--- src/rtl/rsa_pkg.sv ---
// rtl/rsa_pkg.sv - shared types and helpers for the RSA datapath
package rsa_pkg;

  typedef enum logic [1:0] {IDLE, ITER, FINAL} state_t;

  // Bit counter width for an operand of the given width
  function automatic int cnt_width(input int width);
    return $clog2(width);
  endfunction

endpackage

--- src/rtl/montgomery_step.sv ---
// rtl/montgomery_step.sv - one radix-2 Montgomery reduction step
// Forms r + a_bit*b + q*n at full width and halves it into the next residue.
module montgomery_step
  import rsa_pkg::*;
#(
  parameter int WIDTH = 8
) (
  input  logic [WIDTH:0]   r,
  input  logic             a_bit,
  input  logic [WIDTH-1:0] b,
  input  logic [WIDTH-1:0] n,
  output logic             q,
  output logic [WIDTH:0]   r_next
);

  logic [WIDTH+1:0] s;

  always_comb begin
    q      = r[0] ^ (a_bit & b[0]);
    // q makes the sum even, so the shift drops only a zero bit
    s      = {1'b0, r}
           + (a_bit ? {2'b00, b} : '0)
           + (q     ? {2'b00, n} : '0);
    r_next = s[WIDTH+1:1];
  end

endmodule

--- src/rtl/montgomery_iter.sv ---
// rtl/montgomery_iter.sv - bit-serial Montgomery multiplier, R = A*B*2^-WIDTH mod N
// One bit of A per clock, then a single conditional subtraction.
module montgomery_iter
  import rsa_pkg::*;
#(
  parameter int WIDTH = 8
) (
  input  logic             clk,
  input  logic             rst,
  input  logic             start,
  input  logic [WIDTH-1:0] a,
  input  logic [WIDTH-1:0] b,
  input  logic [WIDTH-1:0] n,
  output logic             busy,
  output logic             done,
  output logic [WIDTH-1:0] result
);

  localparam int IW = cnt_width(WIDTH);

  state_t           state;
  logic [WIDTH-1:0] a_reg;
  logic [WIDTH-1:0] b_reg;
  logic [WIDTH-1:0] n_reg;
  logic [WIDTH:0]   r;
  logic [IW-1:0]    i;
  logic             q;
  logic [WIDTH:0]   r_next;

  montgomery_step #(.WIDTH(WIDTH)) u_step (
    .r      (r),
    .a_bit  (a_reg[i]),
    .b      (b_reg),
    .n      (n_reg),
    .q      (q),
    .r_next (r_next)
  );

  always_ff @(posedge clk or posedge rst) begin
    if (rst) begin
      state  <= IDLE;
      a_reg  <= '0;
      b_reg  <= '0;
      n_reg  <= '0;
      r      <= '0;
      i      <= '0;
      busy   <= 1'b0;
      done   <= 1'b0;
      result <= '0;
    end else begin
      case (state)
        IDLE: begin
          done <= 1'b0;
          if (start) begin
            a_reg <= a;
            b_reg <= b;
            n_reg <= n;
            r     <= '0;
            i     <= '0;
            busy  <= 1'b1;
            state <= ITER;
          end
        end
        ITER: begin
          r <= r_next;
          i <= i + 1'b1;
          if (i == IW'(WIDTH - 1)) state <= FINAL;
        end
        FINAL: begin
          // r < 2N holds here, so one subtraction fully reduces it
          result <= WIDTH'((r >= {1'b0, n_reg}) ? (r - {1'b0, n_reg}) : r);
          done   <= 1'b1;
          busy   <= 1'b0;
          state  <= IDLE;
        end
        default: state <= IDLE;
      endcase
    end
  end

endmodule

--- config.mk ---
export PLATFORM = sky130hd
export DESIGN_NAME = montgomery_iter
export DESIGN_NICKNAME = d
export VERILOG_FILES = /design/src/rtl/rsa_pkg.sv /design/src/rtl/montgomery_step.sv /design/src/rtl/montgomery_iter.sv
export SDC_FILE = /design/constraint.sdc
export NUM_CORES = 1
export LEC_CHECK = 0
export CAP_MARGIN = 15
export CORE_MARGIN = 2
export CORE_UTILIZATION = 64
export CTS_CLUSTER_DIAMETER = 60
export DETAILED_ROUTE_END_ITERATION = 7
export DONT_BUFFER_PORTS = 1
export GPL_ROUTABILITY_DRIVEN = 0
export HOLD_SLACK_MARGIN = 0.12
export PLACE_DENSITY = 0.91
export SETUP_SLACK_MARGIN = 0.1
export SLEW_MARGIN = 30
export SYNTH_ARGS = -nofsm -noshare
export SYNTH_HDL_FRONTEND = slang
export SYNTH_SLANG_ARGS = --single-unit
--- constraint.sdc ---
create_clock -name clk -period 4.7 [get_ports clk]
set_clock_uncertainty 0.15 [all_clocks]
set_input_delay 0.705 -clock clk [delete_from_list [all_inputs] [get_ports clk]]
set_output_delay 0.705 -clock clk [all_outputs]
set_load 0.02 [all_outputs]
== Word-level counts from Yosys, hierarchy flattened ==
Index checks and enable logic that the tools add are counted.
Word-level totals
  input bits: 27
  logic and storage cells: 44
  register bits: 48
  output and inout bits: 10
Operators by class
  reduce and logical (&&, ||, !) cells: 7
  add/subtract/negate cells: 4
  multiplexer cells: 15
  bitwise operators: 2
  magnitude comparators: 2
  equality and inequality tests: 5
Operators by type and width (number)
  2-to-1 mux 8 bit: 3
  one-hot mux 9 bit (2 select lines): 1
  adder 10 bit: 1
  adder 9 x 8 -> 10 bit: 1
  greater-or-equal comparator 9 x 8 -> 1 bit: 1
  2-to-1 mux 9 bit: 1
  AND reduction 2 bit: 4
  subtractor 8 bit: 1
  one-hot mux 3 bit (2 select lines): 1
  less-than comparator 3 x 4 -> 1 bit (second input constant): 1
  2-to-1 mux 2 bit: 2
  != test 2 bit (second input constant): 2
  one-hot mux 1 bit (2 select lines): 2
  one-hot mux 2 bit (2 select lines): 1
  nonzero test 2 bit: 2
  adder 3 x 1 -> 3 bit (second input constant): 1
  binary-select mux 1 bit (select 3 bit): 1
  == test 3 bit (second input constant): 1
  2-to-1 mux 3 bit: 1
  == test 2 x 1 -> 1 bit (second input constant): 1
  == test 2 bit (second input constant): 1
  logical NOT 2 bit: 1
  2-to-1 mux 1 bit: 2
  bitwise AND 1 bit: 1
  bitwise XOR 1 bit: 1

== Depth between registers and ports, before layout ==
Gate-level depths: netlist (run 1).
  depth after elaboration: 7
  mapped depth: 14
  mapped depth without buffers: 14

== Cells and area by module ==
A second synthesis (run 1) with hierarchy kept.
Second synthesis, totals
  cells, all modules: 307
  area total of the unflattened synthesis: 3025.4 µm²
By module, submodules not included
  montgomery_iter: cells an instance 235, instances 1, area an instance 2397.3 µm², seq. area each 1201.2 µm²
  montgomery_step: cells an instance 72, instances 1, area an instance 628.1 µm², seq. area each 0.0 µm²

== Worst setup path before layout (run 1) ==
No wires, ideal clock.
  path type: register to register
  start: reg i[0]
  end: reg r[8]
  arrival time: 3.721 ns
  cell stages (with the launch flop): 14
  library setup time: 0.138 ns
  path buffers: 0
  setup slack: 0.691 ns
  clock period less this slack: 4.009 ns
  required time: 4.412 ns
  cells stage by stage: dfrtp_1 > mux4_1 > mux2_4 > and2_4 > xnor2_4 > and2_1 > fa_1 > ha_1 > fa_1 > a21o_1 > a31o_2 > a31o_2 > a21oi_1 > o22ai_1
Between the ends
  word-level cells in the longest chain between the ends: 7
  elaborated cells between the ends (all ways): 9
  classes of those cells: add/sub: 2; mux: 5; bitwise: 2
RTL lines
  start: declaration: RTL line montgomery_iter.sv:26  | logic [IW-1:0] i;
  start signal: assignment: RTL line montgomery_iter.sv:66  | i <= i + 1'b1;
  binary-select mux 1 bit (select 3 bit) *: RTL line montgomery_iter.sv:32  | .a_bit (a_reg[i]),
  2-to-1 mux 1 bit (implied by the code) *: RTL line montgomery_iter.sv:32
  branches (longest 3 deep; another with adder 9 x 8 -> 10 bit)
  adder 10 bit *: RTL line montgomery_step.sv:23  | + (q ? {2'b00, n} : '0);
  one-hot mux 9 bit (2 select lines) *: RTL line montgomery_iter.sv:51  | case (state)
  end signal: assignment: RTL line montgomery_iter.sv:65  | r <= r_next;
  end: declaration: RTL line montgomery_iter.sv:25  | logic [WIDTH:0] r;
Every way passes the cells marked *. The select of a mux whose other input is x is not followed.
A chain may end at the register's enable or synchronous reset.

== Final worst setup path (run 1) ==
Same ends and word-level chain as after synthesis.

==> flow_metrics.tcl, run 1 <==
set metrics [dict create \
    ys_types 53 \
    path_cells "mux4_1, mux2_4, and2_4, xnor2_4, and2_1, fa_1, ha_1, fa_1, a21o_1, a31o_2, a31o_2, a21oi_1, o22ai_1" \
    synth_seq_cells 48 \
    clock_tree.root_cell "clkbuf_8" \
    worst-endpoint-arrival_ps 4300 \
    post-synth-top-area-cell "dfrtp_1" \
    wl_per_cell_um 16.57 \
    fin_crit_sh_pct 91.59 \
    die_w_um 72.63 \
    antenna_found_initial 0 \
    post_cts_resized 0 \
    status "completed" \
    cts_setup_buffers 0 \
    post-route-drc-count 0 \
    fin_cells 352 \
    drtIter0Drc 154 \
    hold_class "in -> async" \
    final.min_clock_period_ps 4305 \
    max_clock_freq_ghz 0.2323 \
    multiInputGateArea_um2 1650 \
    grt_usage_pct 24.64 \
    clock_path_buffers 2 \
    cp-start-kind "flop" \
    cp_top_family "adder cells" \
    path_max_fanout 8 \
    worstSetupPathType "reg -> reg" \
    antenna_cells 0 \
    slowest_stage "mux4_1" \
    tns_ps 0 \
    overflow 0 \
    cap_violations 0 \
    netlist_top_cells_area "dfrtp_1 (40%), ha_1 (7.9%), mux2_2 (6.4%), fa_1 (6.0%), nand2_1 (5.7%)" \
    clock_latency_ps 300 \
    grt_pass1_vias 2192 \
    synth_edf_count 0 \
    clkTransAtPathRegs_ps 90 \
    ioPinCount 37 \
    cp.depth 13 \
    vias_per_cell 6.074 \
    worst-r2r-setup-slack_ps 400 \
    synth_top_cell_area_share_pct 39.85 \
    start_util_pct 67.82 \
    cpPeakStageDelay_ps 600 \
    seq_area_um2 1201 \
    fp-row-count 24 \
    largest_register_ffs 9 \
    portBuffers 0 \
    yosysSeqAreaShare_pct 39.85 \
    worstPathRequired_ps 4700 \
    rsz0062_at_grt "no" \
    vias 2138 \
    worst_pin_slew_ps 788.0 \
    dp_hpwl_um 4486 \
    cts_hold_buf 0 \
    fillCellCount 320 \
    synthFlopType "dfrtp_1" \
    startpoint "i[0]" \
    core-area_um2 4444 \
    grt_max_degree 49 \
    postRouteAntennaNets 0 \
    nets 354 \
    crit_buf_inv 0 \
    hold_ws_ps 249.9 \
    reg2reg_to "r[8]" \
    wirelength_um 5834 \
    synth_cells 305 \
    die_area_um2 5274 \
    tritoncts "yes" \
    die_h_um 72.63 \
    worstSetupEndpoint "r[8]" \
    finalSetupViolations 0 \
    synth.cell_area_um2 3014 \
    finalMaxSlewViolations 0 \
    crit_path_end_kind "flop" \
    cts_buffers 5 \
    slew_headroom_pct 47.41 \
    drive_gt1_share_pct 12.00 \
    syn-mean-instance-area_um2 9.882 \
    area_delta_synth_final_pct 4.483 \
    largest-register "r" \
    cts_max_level 2 \
    grt_pass1_wl_um 10050 \
    finalHoldViolCount 0 \
    ys_warn_count 0 \
    cts_sinks 48 \
    r2r_cells 13 \
    drt-pass1-iter-count 4 \
    place_inst 344 \
    syn-num-nets 360 \
    r2r_start "i[0]" \
    async_flop_share_pct 100.0 \
]
==> cells by family after synthesis <==
group           after synthesis  synth area share, %
compound gates               66                14.86
xor+xnor                      7                2.657
fa+ha+maj                    28                13.86
buf+inv                      45                5.687
flops                        48                39.85
mux                          22                9.257
simple gates                 89                13.82
==> cells in the mapped netlist, types with 2 or more instances <==
cell type   n
inv_1      31
clkbuf_1   12
or4_1       2
a211o_1     2
o22ai_1     6
nor2b_1     8
o21ai_0    14
o211ai_1    2
ha_1       19
xnor2_1     3
nor2_1     10
dfrtp_1    48
a21o_1      5
a21oi_1    10
xor2_1      3
o221ai_1    2
o311ai_0    2
fa_1        9
o31ai_1     3
nand2_1    46
buf_2       2
nor3_1      4
mux4_1      2
a31o_2      2
nand3_1     5
a211oi_1    3
mux2i_1     2
a31oi_1     2
mux2_2     17
o21bai_1    3
and2_1      4
==> routing by layer <==
metal / global-route usage [%] / vias to the layer above / wire (um)
met1: 32.19 / 1021 / 2548
met3: 6.354 / 11 / 349
met5: 0 / - / 0
li1: - / 1041 / -
met4: 7.613 / 0 / 110
met2: 40.61 / 65 / 2825
==> through the flow <==
stage,setup slack [ps],util (%),area (um^2)
floorplan,691.0,-,3014
finish,395.1,70.86,3149
CTS,403.1,70.75,3144
global placement,589.4,68.33,3037
global route,218.4,70.86,3149
detailed placement,435.0,68.33,3037
==> worst min path at each step <==
stage | startpoint | end | cells after the start
2_1_floorplan | a_reg[1] | a_reg[1] | 1
3_3_place_gp | a_reg[0] | a_reg[0] | 1
3_5_place_dp | a_reg[0] | a_reg[0] | 1
4_1_cts | a_reg[0] | a_reg[0] | 1
5_1_grt | rst | result[5] | 1
6_report | rst | result[5] | 1
==> layout make-up <==
cell class / count / area share, %
Multi-Input combinational cell: 212 / 52.40
Sequential cell: 48 / 38.14
Inverter: 31 / 3.735
Clock buffer: 6 / 2.304
Tap cell: 52 / 2.066
Clock inverter: 2 / 1.112
Timing Repair Buffer: 1 / 0.2384
==> worst reg2reg max path: cells and delay by family, from the launching register on <==
family                     cells  cell delay, ps
adders and majority gates      3            1080
xor gates and xnor gates       1             220
and+or+nand+nor                2             390
muxes                          2             920
DFF                            1             450
AOI/OAI and AO/OA              5             950
==> placed cells by master, fill, tap and decap left out, drive strengths merged, types with 8 or more instances in the layout <==
| master | instances |
|---|---|
| ha | 19 |
| dfrtp | 48 |
| a21oi | 10 |
| inv | 30 |
| nor2b | 8 |
| o21ai | 14 |
| fa | 9 |
| nor2 | 10 |
| nand2 | 46 |
| mux2 | 18 |
Power of run 1 is not shown: default switching activity piles up to over one toggle a cycle in this logic, so the estimate is an artifact.
==> run 2: changes to the inputs <==
--- a/config.mk
+++ b/config.mk
@@ -12,6 +12,7 @@
 export DETAILED_ROUTE_END_ITERATION = 7
 export DONT_BUFFER_PORTS = 1
 export GPL_ROUTABILITY_DRIVEN = 0
+export GPL_TIMING_DRIVEN = 0
 export HOLD_SLACK_MARGIN = 0.12
 export PLACE_DENSITY = 0.91
 export SETUP_SLACK_MARGIN = 0.1
==> flow_metrics.tcl, run 2 (synthesized netlist as in run 1, its figures left out) <==
set metrics [dict create \
    clock_latency_ps 310 \
    path_cells "mux4_1, mux2_4, and2_4, xnor2_4, and2_1, fa_1, ha_1, fa_1, a21o_1, a31o_2, a31o_2, a21oi_1, o22ai_1" \
    hold_depth 1 \
    worst-r2r-setup-slack_ps 350 \
    antenna_cells 0 \
    cts_buffers 5 \
    ioPinCount 37 \
    wirelength_um 6260 \
    wl_per_cell_um 17.06 \
    cpPeakStageDelay_ps 590 \
    post_cts_resized 0 \
    fillCellCount 329 \
    final_cell_mix "dfrtp_1 (48), nand2_1 (46), inv_1 (30)" \
    grt_usage_pct 26.42 \
    placed_area_um2 3099 \
    cts_hold_buf 1 \
    die_h_um 72.63 \
    largest-register "r" \
    crit_path_end_kind "flop" \
    fin_crit_sh_pct 92.54 \
    seq_area_um2 1201 \
    reg2reg_to "r[8]" \
    crit_buf_inv 0 \
    r2r_start "i[0]" \
    hold_class "reg -> reg" \
    final.min_clock_period_ps 4349 \
    max_clock_freq_ghz 0.2299 \
    cts_sinks 48 \
    overflow 0 \
    cap_violations 0 \
    drtIter0Drc 192 \
    worstPathRequired_ps 4740 \
    cp_top_family "adder cells" \
    r2r_cells 13 \
    core-area_um2 4444 \
    grt_max_degree 33 \
    clock_path_buffers 2 \
    post-route-drc-count 0 \
    clkTransAtPathRegs_ps 100 \
    cts_setup_buffers 0 \
    tns_ps 0 \
    path_max_fanout 8 \
    rsz0062_at_grt "no" \
    die_w_um 72.63 \
    grt_pass1_vias 2291 \
    die_area_um2 5274 \
    cts_max_level 2 \
    grt_pass1_wl_um 10690 \
    drt-pass1-iter-count 4 \
    min-delay-start "b_reg[1]" \
    antenna_found_initial 0 \
    finalHoldViolCount 0 \
    clock_tree.root_cell "clkbuf_8" \
    vias 2264 \
    finalSetupViolations 0 \
    min_to "b_reg[1]" \
    postRouteAntennaNets 0 \
    vias_per_cell 6.169 \
    tritoncts "yes" \
    fin_area_um2 3273 \
    final_common_cell "dfrtp_1" \
    slowest_stage "mux4_1" \
    finalMaxSlewViolations 0 \
    status "completed" \
    multiInputGateArea_um2 1647 \
    slew_headroom_pct 52.79 \
    nets 369 \
    largest_register_ffs 9 \
    cp-start-kind "flop" \
    start_util_pct 67.82 \
    worst-endpoint-arrival_ps 4390 \
    dp_hpwl_um 4733 \
    area_delta_synth_final_pct 8.593 \
    worstSetupPathType "reg -> reg" \
    portBuffers 0 \
    fp-row-count 24 \
    worst_pin_slew_ps 705.5 \
    drive_gt1_share_pct 12.06 \
]
==> run 2: changes by cell type in the layout (fill, tap and decap cells not counted), moves of 2 or more <==
cell and change:
bufinv_16 +2, buf_2 +2, clkbuf_1 +11, clkinv_2 -2
==> run 2: how the worst max path moves through the flow <==
stage | from | cells past startpoint | endpoint | slack [ps]
after CTS | i[0] | 13 | r[8] | 370
after detailed placement | i[0] | 13 | r[8] | 410
after global routing | i[0] | 13 | r[8] | 180
after floorplan | i[0] | 13 | r[8] | 690
after global placement | i[0] | 13 | r[8] | 470
final | i[0] | 13 | r[8] | 350
==> run 2: final cells by class <==
type | count | area share (%)
Inverter | 31 | 3.555
Buffer | 14 | 1.682
Tap cell | 52 | 1.988
Clock inverter | 3 | 2.752
Sequential cell | 48 | 36.70
Multi-Input combinational cell | 212 | 50.31
Timing Repair Buffer | 2 | 0.9174
Clock buffer | 5 | 2.102
==> run 2: layer usage <==
layer	wire length [um]	up-vias	share of wire, %	global-route usage (%)
li1	-	1081	-	-
met5	0	-	0	0
met2	3120	74	50	42.73
met4	103	0	1.6	8.230
met1	2703	1093	43	35.28
met3	332	16	5.3	6.768
==> run 2: per-stage QoR <==
stage                     std cells  utilization (%)  worst slack, ps  hold WS [ps]
final                           367            73.65            350.8         356.8
after CTS                       367            73.54            366.2         350.9
after floorplan                 305                -            691.0         322.0
after detailed placement        358            69.74            411.8         341.3
after global placement          357            69.28            469.0         332.9
after global routing            367            73.65            181.2         356.1
Power of run 2 is left out for the same reason.
